===== src/rtl/msg_ser_loader.sv =====
// msg_ser_loader: collects a byte message, translates each byte to a 7-bit
// display code and streams exactly WORD_COUNT words to the serial text ring.
// Optional build macro: LOWERCASE_FOLD_EN (fold 0x60..0x7F to uppercase glyphs).
module msg_ser_loader #(
  parameter int unsigned WORD_COUNT = 28,
  parameter logic [6:0]  PAD_CODE   = 7'h40
) (
  input  logic       clk,
  input  logic       rst_n,
  input  logic [7:0] in_data,
  input  logic       in_valid,
  output logic       in_ready,
  input  logic       in_last,
  output logic       ser_write,
  output logic       ser_din,
  output logic       disp_reset,
  output logic       busy
);

  localparam int unsigned CNT_W = $clog2(WORD_COUNT + 1);
  localparam int unsigned IDX_W = $clog2(WORD_COUNT);

  typedef enum logic [1:0] {COLLECT, SYNC, SEND} state_e;

  state_e             state_q, state_d;
  logic [CNT_W-1:0]   cnt_q, cnt_d;
  logic [IDX_W-1:0]   w_q, w_d;
  logic [2:0]         ph_q, ph_d;
  logic [6:0]         mem_q [WORD_COUNT];
  logic               wr_en;
  logic               accept;
  logic [6:0]         code;
  logic [6:0]         word_sel;
  logic [7:0]         frame_byte;

  logic in_ready_q, in_ready_d;
  logic ser_write_q, ser_write_d;
  logic ser_din_q, ser_din_d;
  logic disp_reset_q, disp_reset_d;
  logic busy_q, busy_d;

  assign accept = in_valid && in_ready_q;

  // Byte to display-code translation, applied at accept time
  always_comb begin
    code = PAD_CODE;
    if (in_data[7]) begin
      code = {1'b0, in_data[5:0]};
    end else if (in_data >= 8'h20 && in_data < 8'h60) begin
      code = {1'b1, 6'(in_data - 8'h20)};
    end else if (in_data >= 8'h60) begin
`ifdef LOWERCASE_FOLD_EN
      code = {1'b1, 6'(in_data - 8'h40)};
`else
      code = PAD_CODE;
`endif
    end
  end

  // Next-state logic: collect, one-cycle phase sync, then a full ring pass
  always_comb begin
    state_d = state_q;
    cnt_d   = cnt_q;
    w_d     = w_q;
    ph_d    = ph_q;
    wr_en   = 1'b0;
    unique case (state_q)
      COLLECT: begin
        if (accept) begin
          wr_en = 1'b1;
          cnt_d = cnt_q + CNT_W'(1);
          if (in_last || cnt_q == CNT_W'(WORD_COUNT - 1)) begin
            state_d = SYNC;
          end
        end
      end
      SYNC: begin
        state_d = SEND;
        w_d     = '0;
        ph_d    = '0;
      end
      SEND: begin
        ph_d = ph_q + 3'd1;
        if (ph_q == 3'd7) begin
          if (w_q == IDX_W'(WORD_COUNT - 1)) begin
            state_d = COLLECT;
            cnt_d   = '0;
            w_d     = '0;
          end else begin
            w_d = w_q + IDX_W'(1);
          end
        end
      end
      default: state_d = COLLECT;
    endcase
  end

  // Output decode from next state so every output leaves a flop
  always_comb begin
    word_sel     = (CNT_W'(w_d) < cnt_d) ? mem_q[w_d] : PAD_CODE;
    frame_byte   = {1'b0, word_sel};
    in_ready_d   = (state_d == COLLECT);
    disp_reset_d = (state_d == SYNC);
    ser_write_d  = (state_d == SEND);
    busy_d       = (state_d != COLLECT);
    ser_din_d    = ser_write_d && frame_byte[ph_d];
  end

  // State, counters and output registers
  always_ff @(posedge clk or negedge rst_n) begin
    if (!rst_n) begin
      state_q      <= COLLECT;
      cnt_q        <= '0;
      w_q          <= '0;
      ph_q         <= '0;
      in_ready_q   <= 1'b1;
      ser_write_q  <= 1'b0;
      ser_din_q    <= 1'b0;
      disp_reset_q <= 1'b0;
      busy_q       <= 1'b0;
    end else begin
      state_q      <= state_d;
      cnt_q        <= cnt_d;
      w_q          <= w_d;
      ph_q         <= ph_d;
      in_ready_q   <= in_ready_d;
      ser_write_q  <= ser_write_d;
      ser_din_q    <= ser_din_d;
      disp_reset_q <= disp_reset_d;
      busy_q       <= busy_d;
    end
  end

  // Message store holds translated codes; cleared on reset
  always_ff @(posedge clk or negedge rst_n) begin
    if (!rst_n) begin
      for (int i = 0; i < int'(WORD_COUNT); i++) begin
        mem_q[i] <= '0;
      end
    end else if (wr_en) begin
      mem_q[IDX_W'(cnt_q)] <= code;
    end
  end

  assign in_ready   = in_ready_q;
  assign ser_write  = ser_write_q;
  assign ser_din    = ser_din_q;
  assign disp_reset = disp_reset_q;
  assign busy       = busy_q;

endmodule


===== config.mk =====
export PLATFORM = sky130hd
export DESIGN_NAME = msg_ser_loader
export DESIGN_NICKNAME = d
export VERILOG_FILES = /design/src/rtl/msg_ser_loader.sv
export SDC_FILE = /design/constraint.sdc
export NUM_CORES = 1
export LEC_CHECK = 0
export CORE_ASPECT_RATIO = 0.7
export CORE_MARGIN = 3
export CORE_UTILIZATION = 57
export DETAILED_ROUTE_END_ITERATION = 8
export PLACE_DENSITY = 0.86
export SETUP_SLACK_MARGIN = 0.05
export SLEW_MARGIN = 20
export SYNTH_ARGS = -nofsm -noshare
export SYNTH_HDL_FRONTEND = slang
export SYNTH_SLANG_ARGS = --single-unit
export TNS_END_PERCENT = 5

===== constraint.sdc =====
create_clock -name clk -period 2.9 [get_ports clk]
set_input_delay 0.58 -clock clk [delete_from_list [all_inputs] [get_ports clk]]
set_output_delay 0.58 -clock clk [all_outputs]
set_load 0.01 [all_outputs]

======== Word-level counts from Yosys, hierarchy flattened ========
Index checks and enable logic that the tools add are counted.
storage, ports and cells
  output and inout port bits .............. 5
  flip-flop bits (word level) ............. 216
  word-level logic and storage cells ...... 91
  input port bits ......................... 12
operators by class
  bitwise gates (word level) .............. 2
  add/sub/neg operators ................... 4
  $lt $le $gt $ge ......................... 7
  eq/ne operators ......................... 7
  mux-type cells .......................... 26
  reductions and logical operators ........ 8
operator list
  kind                                                 count
  bitwise mux 196 bit                                  1
  binary-select mux 7 bit (select 5 bit)               1
  demux 7 bit (select 5 bit)                           1
  two-way mux 7 bit                                    5
  two-way mux 5 bit                                    5
  one-hot mux 5 bit (2 select lines)                   2
  >= comparator 6 bit, second input constant           2
  NOT 5 -> 6 bit                                       2
  adder 5 x 1 -> 5 bit, second input constant          2
  equality test 5 bit, second input constant           2
  >= comparator 8 x 6 -> 1 bit, second input constant  1
  < comparator 8 x 7 -> 1 bit, second input constant   1
  two-way mux 2 bit                                    4
  < comparator 6 x 1 -> 1 bit, second input constant   1
  two-way mux 6 bit                                    1
  one-hot mux 2 bit (3 select lines)                   1
  one-hot mux 3 bit (2 select lines)                   1
  subtractor 6 bit, second input constant              1
  < comparator 5 bit                                   1
  equality test 2 x 1 -> 1 bit, second input constant  2
  equality test 2 bit, second input constant           2
  logical AND 1 bit                                    4
  logical NOT 2 bit                                    2
  < comparator 3 x 4 -> 1 bit, second input constant   1
  6 further kinds                                      8

======== Depth between registers and ports, before layout ========
  word-level depth ........................ 12
  mapped depth ............................ 17
  depth with buffers taken out ............ 15

======== Least setup slack after synthesis ========
Ideal clock, no wire load.
  kind .................................... reg-to-reg
  start point ............................. reg ph_q[0]
  end point ............................... reg ser_din_q, in the netlist ser_din
  setup time .............................. 137 ps
  arrival time ............................ 2964 ps
  clock period less this slack ............ 3102 ps
  required time ........................... 2763 ps
  buffers on the path ..................... 5
  path slack .............................. -202 ps
  stages on the path, launching flop included .. 18
  path through ............................ dfrtp_1 ha_1 ha_1 buf_6 nand4_1 and3_1 buf_6 inv_12 buf_12 buf_4 buf_2 ha_1 a2111oi_0 a21oi_1 a31oi_1 a31oi_1 a311oi_2 a211oi_2
between the ends
  longest elaborated chain between the ends .. 11
  elaborated cells on any way between the ends .. 19
  classes of those cells .................. 1 x add/sub; 1 x order compare; 2 x eq/ne; 13 x mux; 1 x bitwise; 1 x reduce/logical
RTL lines
  element                                               RTL line  RTL
  start: declaration                                    28        logic [2:0] ph_q, ph_d;
  start signal: assignment                              125       ph_q <= ph_d;
  equality test 3 bit (*)                               84        if (ph_q == 3'd7) begin
  two-way mux 5 bit (*)                                 84
  one-hot mux 5 bit (2 select lines) (*)                67        unique case (state_q)
  via w_d[1]                                            27        logic [IDX_W-1:0] w_q, w_d;
  NOT 5 -> 6 bit (not written as such)                  100       word_sel = (CNT_W'(w_d) < cnt_d) ? mem_q[w_d] : PAD_CODE;
  binary-select mux 7 bit (select 5 bit)                100
  two-way mux 7 bit (not written as such) (2 in a row)  100
  two-way mux 7 bit (*)                                 100
  binary-select mux 1 bit (select 3 bit) (*)            106       ser_din_d = ser_write_d && frame_byte[ph_d];
  two-way mux 1 bit (not written as such) (*)           106
  logical AND 1 bit (*)                                 106
  via ser_din_d                                         38        logic ser_din_q, ser_din_d;
  end signal: assignment                                128       ser_din_q <= ser_din_d;
  end: declaration                                      38
Mark *: on every way through the listed nets, which the timed path passes. The rest lies on a longest branch. The select of a mux whose other input is x is not followed.
A chain may end at the register's enable or synchronous reset.

======== Worst setup path after layout ========
  start point ............................. reg ph_q[1]
  end point ............................... reg ser_din_q, in the netlist ser_din
between the ends
  longest elaborated chain between the ends .. 11
  elaborated cells on any way between the ends .. 19
  classes of those cells .................. 1 x add/sub; 1 x order compare; 2 x eq/ne; 13 x mux; 1 x bitwise; 1 x reduce/logical
RTL lines
  element                                               RTL line
  equality test 3 bit                                   84
  two-way mux 5 bit                                     84
  one-hot mux 5 bit (2 select lines)                    67
  NOT 5 -> 6 bit (not written as such)                  100
  binary-select mux 7 bit (select 5 bit)                100
  two-way mux 7 bit (not written as such) (2 in a row)  100
  two-way mux 7 bit                                     100
  binary-select mux 1 bit (select 3 bit)                106
  two-way mux 1 bit (not written as such)               106
  logical AND 1 bit (*)                                 106
  via ser_din_d                                         38
Marks and branches as above.

==> impl_results.html <==
<table>
<tr><th>Metric</th><th>Value</th></tr>
<tr><th colspan="2">Outcome</th></tr>
<tr><td>Run status</td><td>finished with violations</td></tr>
<tr><td>Violations in the final reports</td><td>negative setup slack</td></tr>
<tr><th colspan="2">Hold path</th></tr>
<tr><td>Kind of path behind the tightest hold check</td><td>in -&gt; async</td></tr>
<tr><th colspan="2">Placed design</th></tr>
<tr><td>Number of buffers added on ports</td><td>16</td></tr>
<tr><td>Half-perimeter wire length after placement</td><td>18700 µm</td></tr>
<tr><td>Weighted congestion at the end of routability-driven global placement</td><td>0.994</td></tr>
<tr><td>Pre-CTS WS</td><td>-431 ps</td></tr>
<tr><td>Area of placed instances</td><td>around 11000 µm²</td></tr>
<tr><th colspan="2">Worst setup path</th></tr>
<tr><td>Reg-to-reg critical path endpoint</td><td>ser_din$_DFF_PN0_</td></tr>
<tr><td>Reg2reg start</td><td>ph_q[1]$_DFF_PN0_</td></tr>
<tr><td>Worst endpoint data arrival time</td><td>approximately 3400 ps</td></tr>
<tr><td>Cell repeated most along the worst path</td><td>sky130_fd_sc_hd__nand3_1</td></tr>
<tr><td>Cell Chain, Critical Path</td><td>ha_2, ha_4, buf_4, nand4_1, and3_4, buf_12, buf_16, inv_12, buf_6, nand2_2, nand3_1, a31oi_2, nand3_1, or3_1, a311oi_2, a211oi_2</td></tr>
<tr><td>Endpoint class of the critical path</td><td>flip-flop</td></tr>
<tr><td>Worst setup SP type</td><td>flip-flop</td></tr>
<tr><td>Critical Path RT</td><td>approximately 3300 ps</td></tr>
<tr><td>Critical path buffer and inverter count</td><td>5</td></tr>
<tr><td>Highest fanout seen on the critical path</td><td>9</td></tr>
<tr><td>Setup slack, reg-to-reg</td><td>-140 ps</td></tr>
<tr><td>Crit-path leading delay family</td><td>simple AND/OR/NAND/NOR gates</td></tr>
<tr><td>Kind of critical path</td><td>reg -&gt; reg</td></tr>
<tr><td>Slowest cell on the critical path</td><td>sky130_fd_sc_hd__dfrtp_1</td></tr>
<tr><td>Cell count of the worst reg-to-reg path</td><td>16</td></tr>
<tr><td>Delay contributed by the slowest stage of the critical path</td><td>390 ps</td></tr>
<tr><th colspan="2">Yosys</th></tr>
<tr><td>Number of flops mapped to enable cells by yosys</td><td>0</td></tr>
<tr><td>FFs w/ async S/R, synth</td><td>100%</td></tr>
<tr><td>Most frequently used flop master after synthesis</td><td>sky130_fd_sc_hd__dfrtp_1</td></tr>
<tr><td>Complex-gate fraction of the synthesized area</td><td>between 10% and 20%</td></tr>
<tr><td>Post-Synth XOR/XNOR Area</td><td>0.425%</td></tr>
<tr><td>Post-synthesis mux area share</td><td>under 10%</td></tr>
<tr><td>Net count after synthesis</td><td>1218</td></tr>
<tr><td>Number of instances in the synthesized netlist</td><td>about 1200</td></tr>
<tr><td>Post-synth top area cell</td><td>sky130_fd_sc_hd__dfrtp_1</td></tr>
<tr><td>Synthesized area divided by synthesized cell count</td><td>8.66 µm²</td></tr>
<tr><td>Flop and latch count out of synthesis</td><td>216</td></tr>
<tr><td>Number of distinct library cells after synthesis</td><td>62</td></tr>
<tr><td>Share of the synthesized area in the top cell type</td><td>between 50 and 60%</td></tr>
<tr><td>Combinational family with the most area after synthesis</td><td>simple AND/OR/NAND/NOR gates</td></tr>
<tr><td>Cell types occupying the most area after synthesis</td><td>sky130_fd_sc_hd__dfrtp_1 52%, sky130_fd_sc_hd__nand2_1 15%, sky130_fd_sc_hd__o21ai_0 9.8%</td></tr>
<tr><td>Sequential cell area fraction in the yosys report</td><td>about 52%</td></tr>
<tr><td>Area fraction in and, or, nand and nor cells after synthesis</td><td>22.8%</td></tr>
<tr><td>Warnings, synthesis</td><td>0</td></tr>
<tr><td>Mapped cell area</td><td>10300 µm²</td></tr>
<tr><td>Adder-cell area share of the yosys netlist</td><td>under 10%</td></tr>
<tr><th colspan="2">Routing</th></tr>
<tr><td>Mean routed wirelength per cell</td><td>around 21 µm</td></tr>
<tr><td>Routed wire length</td><td>32200 µm</td></tr>
<tr><td>Number of remaining DRC errors</td><td>0</td></tr>
<tr><td>Number of nets with antenna violations after routing</td><td>0</td></tr>
<tr><td>Routed vias/inst</td><td>6.33</td></tr>
<tr><td>Detailed Route Iter0 Violations</td><td>1245</td></tr>
<tr><td>Vias</td><td>9676</td></tr>
<tr><td>Length of the first detailed-routing pass in iterations</td><td>6</td></tr>
<tr><th colspan="2">Final layout</th></tr>
<tr><td>Most common cell after layout, fill and taps aside</td><td>sky130_fd_sc_hd__nand2_1</td></tr>
<tr><td>Commonest cells after routing, fill and taps aside</td><td>402 x sky130_fd_sc_hd__nand2_1, 215 x sky130_fd_sc_hd__dfrtp_1, 200 x sky130_fd_sc_hd__o21ai_0</td></tr>
<tr><td>Final standard cell utilization of the core</td><td>72.8%</td></tr>
<tr><td>Ratio of cells with drive above 1 in the final layout</td><td>a little under a fifth</td></tr>
<tr><td>Layout Area Growth over Synthesis</td><td>23.0%</td></tr>
<tr><td>Final-stage net count</td><td>1310</td></tr>
<tr><td>Number of filler instances in the final layout</td><td>1202</td></tr>
<tr><td>Cell area after layout</td><td>12700 µm²</td></tr>
<tr><th colspan="2">Clock tree</th></tr>
<tr><td>Buffers from clock root to sink, at most</td><td>3</td></tr>
<tr><td>Clock slew seen by the registers of the worst setup and hold paths</td><td>60 ps</td></tr>
<tr><td>Clock latency of the later-clocked register in the worst-skew pair</td><td>510 ps</td></tr>
<tr><td>H-tree depth</td><td>1</td></tr>
<tr><td>Buffer cell driving the clock tree root</td><td>sky130_fd_sc_hd__clkbuf_16</td></tr>
<tr><td>TritonCTS clock tree</td><td>yes</td></tr>
<tr><td>CTS buffer count</td><td>22</td></tr>
<tr><td>Clock sink total</td><td>216</td></tr>
<tr><th colspan="2">STA</th></tr>
<tr><td>Smallest setup slack after layout</td><td>-142 ps</td></tr>
<tr><td>Final worst clock skew</td><td>7.76 ps</td></tr>
<tr><td>Relative slew margins</td><td>58.9%</td></tr>
<tr><td>Max-slew violations</td><td>0</td></tr>
<tr><td>Final Hold Violating Endpoints</td><td>0</td></tr>
<tr><td>Post-route fraction of the period consumed by the critical path</td><td>105%</td></tr>
<tr><td>Final setup violation count</td><td>1</td></tr>
<tr><td>Minimum clock period</td><td>around 3000 ps</td></tr>
<tr><td>Maximum frequency from static timing analysis</td><td>329 MHz</td></tr>
<tr><td>Transition time of the tightest slew-check pin</td><td>around 620 ps</td></tr>
<tr><td>Unrepaired setup endpoints after global routing</td><td>true</td></tr>
<tr><th colspan="2">Flow run</th></tr>
<tr><td>Max-cap viol count</td><td>0</td></tr>
<tr><th colspan="2">GRT</th></tr>
<tr><td>First-pass GRT wire length</td><td>50600 µm</td></tr>
<tr><td>Total gr overflow</td><td>0</td></tr>
<tr><td>Initial antenna violation count</td><td>1</td></tr>
<tr><td>Maximum number of pins on one net before global-route repair</td><td>74</td></tr>
<tr><td>Vias in the first global route</td><td>9339</td></tr>
<tr><td>Gr usage total</td><td>32.2%</td></tr>
<tr><th colspan="2">Floorplanning</th></tr>
<tr><td>Area of the die</td><td>approximately 20000 µm²</td></tr>
<tr><td>Initial core utilization</td><td>between 50 and 60%</td></tr>
<tr><td>Height of the chip</td><td>approximately 120 µm</td></tr>
<tr><td>CORE AREA</td><td>17400 µm²</td></tr>
<tr><td>I/O pin total</td><td>17</td></tr>
<tr><td>FP Rows</td><td>40</td></tr>
<tr><td>Die span in x</td><td>167 µm</td></tr>
<tr><th colspan="2">Power</th></tr>
<tr><td>Areal power density over the cells</td><td>837 nW/µm²</td></tr>
<tr><td>Leak pwr</td><td>5.66 nW</td></tr>
<tr><td>Max VDD drop</td><td>0.000588 V</td></tr>
<tr><td>Final total power</td><td>0.0106 W</td></tr>
</table>
repair_timing:
action | in CTS | in global routing
hold buffers | 0 | 0
cloned | 10 | 0
endpoints found under the setup margin | 1 | 1
pin swaps | 23 | 14
setup buffers | 22 | 8
hold endpoints to repair | 0 | 0
gates resized for setup | 49 | 19
layout make-up:
class                   instances  area, µm²  share of cell area [%]
repair buffers                148       1420                    11.2
multi-input cells             870       4660                    36.8
clock buffers                  33        693                    5.46
clock inverters                 4       45.0                   0.355
flip-flops and latches        216       5410                    42.6
diodes                          1       2.50                  0.0197
well taps                     231        289                    2.28
repair inverters                5       70.1                   0.552
inverters                      20       97.6                   0.769
per-stage QoR:
step	setup TNS, ps	instances	hold WS, ps
2_1_floorplan	0	1191	284
3_3_place_gp	-318	1451	459
3_5_place_dp	-431	1451	468
4_1_cts	0	1519	121
5_1_grt	-289	1527	139
6_report	-142	1528	81.5
synth_stat cells (all sizes together), types with 5 or more instances:
cell type and n:
and3 10, nor2 12, nand4 13, a21oi 21, inv 20, a311oi 8
a2111oi 5, nor3 5, a31oi 16, nand3 73, o21ai 209, dfrtp 215
nand2 406, mux2i 12, clkbuf 54, ha 15, nand2b 6, buf 32
how the worst max path moves through the flow:
stage          cells after the start                 to  slack, ps              start
6_report                          16  ser_din$_DFF_PN0_       -140  ph_q[1]$_DFF_PN0_
5_1_grt                           16  ser_din$_DFF_PN0_       -290  ph_q[1]$_DFF_PN0_
4_1_cts                           15  ser_din$_DFF_PN0_         10  ph_q[1]$_DFF_PN0_
3_5_place_dp                      12  ser_din$_DFF_PN0_       -430           in_valid
3_3_place_gp                      15  ser_din$_DFF_PN0_       -320           in_valid
2_1_floorplan                     17  ser_din$_DFF_PN0_         60  ph_q[0]$_DFF_PN0_
flip-flops by register name (all words and copies together) (netlist names), 2 cells and up:
register and flops:
w_q 5, state_q 2, mem_q 196, cnt_q 5, ph_q 3
per-layer routing:
metal | up-vias | wire length (µm) | part of all wire [%] | global-route usage, %
met1 | 4611 | 12400 | 38 | 45.4
met3 | 162 | 4540 | 14 | 10.3
met4 | 0 | 1490 | 4.6 | 11.8
li1 | 4236 | - | - | -
met5 | - | 0 | 0 | 0
met2 | 667 | 13800 | 43 | 47.0
cells by family after synthesis:
family	after synthesis
simple gates	549
flops	216
fa+ha+maj	15
compound gates	282
buf+inv	106
mux	18
xor+xnor	5
power by group:
part | internal [W] | leakage [nW] | switching, W
combinational | 0.00131 | 2.37 | 0.00183
sequential | 0.00401 | 2.93 | 0.000600
clock | 0.00173 | 0.369 | 0.00115
No activity file was read; power rests on OpenSTA's default activity.
